File: src/rtl/pipe_stage_skid.sv
// Pipeline stage register with valid/ready handshake and optional one-entry skid buffer.
// Presents NOP on out_ir whenever empty; flush discards everything held and incoming.
module pipe_stage_skid #(
    parameter int unsigned     PC_W    = 32,
    parameter int unsigned     IR_W    = 32,
    parameter logic [IR_W-1:0] NOP     = IR_W'(32'h2008_0000),
    parameter bit              SKID_EN = 1'b1
) (
    input  logic            clock,
    input  logic            reset,
    input  logic            stall,
    input  logic            flush,
    input  logic            in_valid,
    output logic            in_ready,
    input  logic [PC_W-1:0] in_pc,
    input  logic [IR_W-1:0] in_ir,
    output logic            out_valid,
    input  logic            out_ready,
    output logic [PC_W-1:0] out_pc,
    output logic [IR_W-1:0] out_ir,
    output logic [1:0]      count
);

    typedef enum logic [1:0] {
        StEmpty = 2'd0,
        StOne   = 2'd1,
        StFull  = 2'd2
    } state_e;

    state_e          state_q, state_d;
    logic [PC_W-1:0] main_pc_q, main_pc_d;
    logic [IR_W-1:0] main_ir_q, main_ir_d;
    logic [PC_W-1:0] skid_pc_q, skid_pc_d;
    logic [IR_W-1:0] skid_ir_q, skid_ir_d;
    logic            in_ready_q, in_ready_d;
    logic            accept, take;

    assign out_valid = (state_q != StEmpty);
    assign out_pc    = main_pc_q;
    assign out_ir    = main_ir_q;
    assign count     = state_q;

    // Skid mode registers ready so no combinational path runs back from out_ready.
    assign in_ready = SKID_EN ? in_ready_q : (~out_valid | (out_ready & ~stall));
    assign accept   = in_valid & in_ready;
    assign take     = out_valid & out_ready & ~stall;

    always_comb begin
        state_d   = state_q;
        main_pc_d = main_pc_q;
        main_ir_d = main_ir_q;
        skid_pc_d = skid_pc_q;
        skid_ir_d = skid_ir_q;
        if (flush) begin
            state_d   = StEmpty;
            main_ir_d = NOP;
            skid_pc_d = '0;
            skid_ir_d = NOP;
        end else begin
            unique case (state_q)
                StEmpty: begin
                    if (accept) begin
                        state_d   = StOne;
                        main_pc_d = in_pc;
                        main_ir_d = in_ir;
                    end
                end
                StOne: begin
                    if (accept && take) begin
                        main_pc_d = in_pc;
                        main_ir_d = in_ir;
                    end else if (accept) begin
                        state_d   = StFull;
                        skid_pc_d = in_pc;
                        skid_ir_d = in_ir;
                    end else if (take) begin
                        state_d   = StEmpty;
                        main_ir_d = NOP;
                    end
                end
                StFull: begin
                    if (take) begin
                        state_d   = StOne;
                        main_pc_d = skid_pc_q;
                        main_ir_d = skid_ir_q;
                        skid_pc_d = '0;
                        skid_ir_d = NOP;
                    end
                end
                default: state_d = StEmpty;
            endcase
        end
        in_ready_d = (state_d != StFull);
    end

    always_ff @(posedge clock) begin
        if (reset) begin
            state_q    <= StEmpty;
            main_pc_q  <= '0;
            main_ir_q  <= NOP;
            skid_pc_q  <= '0;
            skid_ir_q  <= NOP;
            in_ready_q <= 1'b1;
        end else begin
            state_q    <= state_d;
            main_pc_q  <= main_pc_d;
            main_ir_q  <= main_ir_d;
            skid_pc_q  <= skid_pc_d;
            skid_ir_q  <= skid_ir_d;
            in_ready_q <= in_ready_d;
        end
    end

endmodule

File: config.mk
export PLATFORM = sky130hd
export DESIGN_NAME = pipe_stage_skid
export DESIGN_NICKNAME = d
export VERILOG_FILES = /design/src/rtl/pipe_stage_skid.sv
export SDC_FILE = /design/constraint.sdc
export NUM_CORES = 1
export LEC_CHECK = 0
export ABC_AREA = 1
export CORE_MARGIN = 4
export CORE_UTILIZATION = 46
export DETAILED_ROUTE_END_ITERATION = 16
export PLACE_DENSITY = 0.79
export SYNTH_ARGS = -nofsm -noshare
export SYNTH_HDL_FRONTEND = slang
export SYNTH_SLANG_ARGS = --single-unit
File: constraint.sdc
create_clock -name clock -period 3.69 [get_ports clock]
set_clock_uncertainty 0.1 [all_clocks]
set_input_delay 0.9225 -clock clock [delete_from_list [all_inputs] [get_ports clock]]
set_output_delay 0.9225 -clock clock [all_outputs]
set_load 0.01 [all_outputs]
==> run metrics, run 1 <==
Total Routing Usage GR 0.211; Switch Pwr 0.967 mW; DR vias/cell 5.17; die span in x 125 µm; DR vias 6326; reg2reg end out_ir[12]$_SDFFE_PP0P_; cell area after layout 0.00830 mm²; CTS tree done; Mapped Cells 937; drt wl/cell 13.9 µm; Net Sw Frac 0.262; initial antenna violation count 0; Critical Path AT 1.82 ns; Post-DRT Antenna Nets 0; PD cells 445 mW/mm²; CTS HTree Levels 4; final setup TNS 0 ns; Flop pwr share 0.410; RR Startpoint count[0]$_SDFF_PP0_; CP Cell Sequence inv_1, ha_1, inv_2, clkdlybuf4s50_1; Skew-Pair Late Insertion Delay 0.42 ns; post-synthesis sequential area ratio 0.416; worst reg2reg path depth 11; slowest CP cell clkdlybuf4s50_1; Placed Area 0.00773 mm²; part of the power in the clock network 0.439; Post-DP HPWL 10.4 mm; Slew Limit Fails 0; clk buf depth 2; RSZ-0062 raised after global routing false; fmax 352 MHz; run status finished, final reports clean; final worst path period share 0.770; Comb power frac 0.152; number of port buffers 137; yosys warns 0; Worst setup startpoint count[0]$_SDFF_PP0_; worst endpoint required time 2.67 ns; post-synthesis register bit count 131; Hold EP skid_ir_q[29]$_SDFFE_PP1P_; Worst Path Max Fanout 7; Total Power 3.69 mW; first-pass GRT wire length 27.8 mm; # fillers 1236; hold depth 2; Post-CTS Resized 0; hold_sp skid_ir_q[29]$_SDFFE_PP1P_; Iter 0 DRT Violations 553; worst slew pin tran 0.723 ns; total grt overflow 0; final hold violations 0; Post-Route WL 17.0 mm; worst reg-to-reg setup slack 1.02 ns; Rel. slew slack 0.518; Peak supply drop 0.000316 V; Core Area 0.0133 mm²; Inserted Clock Buffers 17; Die H 125 µm; Sink Count 131; Final setup viols 0; vias in the first global route 5802; Startpoint Class register; I/O pin total 138; leak pwr 3.88 nW; P&R area growth vs syn 31.8%; Cell variety after synth 23; fraction of layout cells with a size suffix above 1 0.0553; DR pass1 iterations 5; cts hold-fix bufs 0; slowest stage delay, CP 0.53 ns; CTS root buf clkbuf_16; DR DRC count 0; CTS clock-pin slew for the worst setup and hold paths 0.05 ns; Initial Utilization 0.472; gp weighted congestion 0.763; largest net degree at the start of global routing 74; post-CTS setup buffer count 0; hold_ws 0.372 ns; post-synthesis cell area 0.00630 mm²; Hold WC Path Type register to register; Die ar. 0.0156 mm²; Final nets 1109; crit path time final 2.84 ns; internal power 2.72 mW; CP Class register to primary output; CP Capture Type primary output; Mapped Avg Cell Area 6.72 µm²; n_diodes 0; Syn Nets 1011; max cap viols 0; FP Rows 42
==> registers in the layout, indices dropped and copies added, names as in the netlist <==
signal	cells
out_ir	32
out_pc	32
skid_ir_q	32
skid_pc_q	32
count	2
in_ready	1
==> Yosys cell counts <==
| cell | number | area, µm² |
|---|---|---|
| buf_6 | 1 | 11.3 |
| nand2_2 | 1 | 6.26 |
| nand3_1 | 68 | 340 |
| clkbuf_1 | 38 | 143 |
| buf_4 | 2 | 15.0 |
| a21oi_1 | 99 | 495 |
| o21bai_1 | 28 | 210 |
| o21ai_0 | 5 | 25.0 |
| nand3_2 | 2 | 20.0 |
| nor2_1 | 194 | 728 |
| dfxtp_1 | 131 | 2620 |
| inv_1 | 79 | 297 |
| nor2_4 | 1 | 11.3 |
| buf_2 | 18 | 90.1 |
| a22oi_1 | 30 | 225 |
| nand2_1 | 184 | 691 |
| nor3_1 | 1 | 5.00 |
| o21ai_1 | 2 | 10.0 |
| ha_1 | 4 | 50.1 |
| inv_2 | 5 | 18.8 |
| nor2_2 | 1 | 6.26 |
| buf_1 | 12 | 45.0 |
| nand3b_1 | 31 | 233 |
==> per-stage QoR <==
| step | cells | utilization | worst slack [ns] |
|---|---|---|---|
| 2_1_floorplan | 937 | - | 1.64 |
| 3_3_place_gp | 1192 | 0.579 | 0.808 |
| 3_5_place_dp | 1192 | 0.579 | 0.775 |
| 4_1_cts | 1224 | 0.622 | 0.825 |
| 5_1_grt | 1224 | 0.622 | 0.730 |
| 6_report | 1224 | 0.622 | 0.849 |
==> routing by layer <==
layer	track usage	share of wire
met3	0.0584	0.065
met2	0.333	0.47
met4	0.0631	0.016
met5	0	0
met1	0.285	0.45
==> critical path: cells and delay by family (launching register included) <==
family	cells	cell delay, ns
buffers and inverters	3	0.71
DFF	1	0.44
adders and majority gates	1	0.25
==> cell families (layout without fill, tap and decap cells) <==
family | after synthesis | count (layout) | share of synthesized area
flip-flops | 131 | 131 | 0.416
adder cells (fa/ha/maj) | 4 | 4 | 0.00795
AND/OR/NAND/NOR | 483 | 483 | 0.324
AO/OA/AOI/OAI | 164 | 164 | 0.153
buffers and inverters | 155 | 266 | 0.0983
==> cells in the final DEF (no fill, tap or decap), types with 11 or more instances in the layout <==
cell and instances:
nor2_1 193, nand2_1 183, clkdlybuf4s50_1 137, dfxtp_1 131
a21oi_1 99, inv_1 79, nand3_1 68, nand3b_1 31
a22oi_1 30, o21bai_1 28, clkbuf_16 17, buf_4 11
==> final cells by class <==
| class | instances | area [µm²] | share of cell area |
|---|---|---|---|
| clock buffer | 20 | 467 | 0.0562 |
| clock inverter | 12 | 106 | 0.0128 |
| inverter | 84 | 315 | 0.0380 |
| multi-input combinational | 651 | 3070 | 0.370 |
| sequential | 131 | 2620 | 0.316 |
| tap | 176 | 220 | 0.0265 |
| timing repair buffer | 150 | 1490 | 0.180 |
==> power groups by stage <==
stage	Combinational, mW	Clock, mW	Sequential, mW
final	0.559	1.62	1.51
after global routing	0.617	1.71	1.52
after CTS	0.561	1.64	1.51
after detailed placement	0.556	0	1.54
after global placement	0.552	0	1.54
after floorplan	0.281	0	1.56
==> worst max-delay path by stage <==
stage	to	slack (ns)	depth (start not counted)
after floorplan	out_pc[0]$_SDFFE_PP0P_	1.64	7
after global placement	skid_ir_q[29]$_SDFFE_PP1P_	0.81	8
after detailed placement	skid_pc_q[10]$_SDFFE_PP0P_	0.78	8
after CTS	out_valid	0.83	4
after global routing	out_ir[28]$_SDFFE_PP0P_	0.73	11
final	out_valid	0.85	4
Note: power is estimated with default switching activity, not from simulation.
==> run 2: changes to the inputs <==
clock period = 2.76 ns   (was 3.69 ns; I/O delays follow)
==> run metrics, run 2 (same netlist as run 1, synthesis figures left out) <==
final setup TNS 0 ns (unchanged); slowest stage delay, CP 0.54 ns (about the same); Final setup viols 0 (unchanged); placed insts 1197 (+0.42%); worst reg-to-reg setup slack 0.57 ns (-0.45 ns); number of port buffers 137 (unchanged); cts hold-fix bufs 0 (unchanged); cell area after layout 0.00849 mm² (+2.3%); clk buf depth 2 (unchanged); run status finished, final reports clean; final hold violations 0 (unchanged); Initial Utilization 0.472 (unchanged); met3 routed WL 1.28 mm (+15%); Post-DP HPWL 10.7 mm (+3.1%); initial antenna violation count 0 (unchanged); Rel. slew slack 0.644 (+0.126); DR DRC count 0 (unchanged); detailed-routing wirelength on met1 7.69 mm (+0.69%); fraction of layout cells with a size suffix above 1 0.0570 (+0.00164); crit-path leading delay family buffers and inverters; RSZ-0062 raised after global routing false; Worst Path Max Fanout 7 (unchanged); gp weighted congestion 0.800 (+4.9%); first-pass GRT wire length 28.1 mm (+0.97%); worst slew pin tran 0.533 ns (-0.190 ns); uppermost layer routed met4; FP Rows 42 (unchanged); die span in x 125 µm (unchanged); hold_sp skid_ir_q[19]$_SDFFE_PP1P_; drt wl/cell 14.0 µm (+0.76%); CP Class register to primary output; crit path time final 2.59 ns; fmax 386 MHz; slowest CP cell clkdlybuf4s50_1; Startpoint Class register; P&R area growth vs syn 34.8%; commonest cells after routing, fill and taps aside nor2_1 (193), nand2_1 (183), clkdlybuf4s50_1 (137), dfxtp_1 (131), a21oi_1 (99); CTS root buf clkbuf_16; Final nets 1114 (+0.45%); Critical Path AT 1.80 ns (-0.02 ns); Post-DRT Antenna Nets 0 (unchanged); vias in the first global route 5770 (-0.55%); # fillers 1203 (-2.7%); CP Capture Type primary output; Slew Limit Fails 0 (unchanged); leak pwr 3.96 nW (+2.1%); CP Cell Sequence inv_1, ha_1, inv_2, clkdlybuf4s50_1; worst reg2reg path depth 9 (-2); post-CTS setup buffer count 0 (unchanged); Placed Area 0.00785 mm² (+1.6%); DR vias 6379 (+0.84%); reg2reg end skid_pc_q[24]$_SDFFE_PP0P_; hold depth 2 (unchanged); worst endpoint required time 1.97 ns (-0.70 ns); Inserted Clock Buffers 17 (unchanged); Die H 125 µm (unchanged); Hold WC Path Type register to register; Iter 0 DRT Violations 552 (-0.18%); Core Area 0.0133 mm² (unchanged); Post-Route WL 17.2 mm (+1.2%); PD cells 616 mW/mm² (+38%); n_diodes 0 (unchanged); largest net degree at the start of global routing 70 (-5.4%); DR vias/cell 5.19 (+0.43%); Die ar. 0.0156 mm² (unchanged); buffers and inverters on the worst path 3 (unchanged); CTS tree done; CTS clock-pin slew for the worst setup and hold paths 0.06 ns (about the same); DR pass1 iterations 5 (unchanged); Peak supply drop 0.000364 V (+15%); Total Routing Usage GR 0.214 (+0.00256); total grt overflow 0 (unchanged); I/O pin total 138 (unchanged); hold_ws 0.367 ns (-0.00523 ns); RR Startpoint count[0]$_SDFF_PP0_; final worst path period share 0.939; fin cells 1229 (+0.41%); Post-CTS Resized 0 (unchanged); sequential cell area 0.00262 mm² (unchanged); multi-input logic area 0.00307 mm² (unchanged); Skew-Pair Late Insertion Delay 0.41 ns (about the same); met2 wire len 7.93 mm (-0.73%); Hold EP skid_ir_q[19]$_SDFFE_PP1P_; Sink Count 131 (unchanged); CTS HTree Levels 4 (unchanged); commonest non-fill, non-tap cell in the layout nor2_1; max cap viols 0 (unchanged)
## run 2: cell types whose count changed in the layout (fill, tap and decap cells not counted), sizes merged
cell / change
buf: +5
clkinv: -5
clkbuf: +4
bufinv: +3
clkinvlp: -1
inv: -1
## run 2: layout make-up
cell class	count	share of cell area
inverter	84	0.0371
multi-input combinational	651	0.362
sequential	131	0.309
clock inverter	8	0.0174
tap	176	0.0259
clock buffer	24	0.0579
timing repair buffer	155	0.191
## run 2: worst max path at each step
| stage | startpoint | to | depth (start not counted) |
|---|---|---|---|
| final | count[0]$_SDFF_PP0_ | out_valid | 4 |
| after CTS | count[0]$_SDFF_PP0_ | out_valid | 4 |
| after global placement | stall | skid_pc_q[4]$_SDFFE_PP0P_ | 7 |
| after detailed placement | stall | skid_pc_q[16]$_SDFFE_PP0P_ | 7 |
| after floorplan | count[0]$_SDFF_PP0_ | out_pc[0]$_SDFFE_PP0P_ | 10 |
| after global routing | count[0]$_SDFF_PP0_ | out_valid | 4 |
## run 2: where the power goes
part           internal (mW)  switching, mW
Clock                   1.61          0.826
Combinational          0.375          0.394
Sequential              1.98         0.0476
Total                   3.96           1.27
## run 2: layer usage
metal  GRT usage  up-vias
met2       0.336      261
met3      0.0482       28
li1            -     3189
met5           0        -
met1       0.290     2901
met4      0.0778        0
## run 2: stage by stage
| step | power, mW | utilization | setup WS, ns |
|---|---|---|---|
| final | 5.23 | 0.636 | 0.167 |
| after global routing | 5.42 | 0.636 | 0.0747 |
| after CTS | 5.26 | 0.636 | 0.149 |
| after detailed placement | 2.83 | 0.588 | 0.186 |
| after global placement | 2.82 | 0.588 | 0.274 |
| after floorplan | 2.46 | - | 0.856 |
## run 2: worst min-delay path, delay by kind of cell (launching register included)
kind	cells	cell delay, ns
simple gates	2	0.10
flops	1	0.33
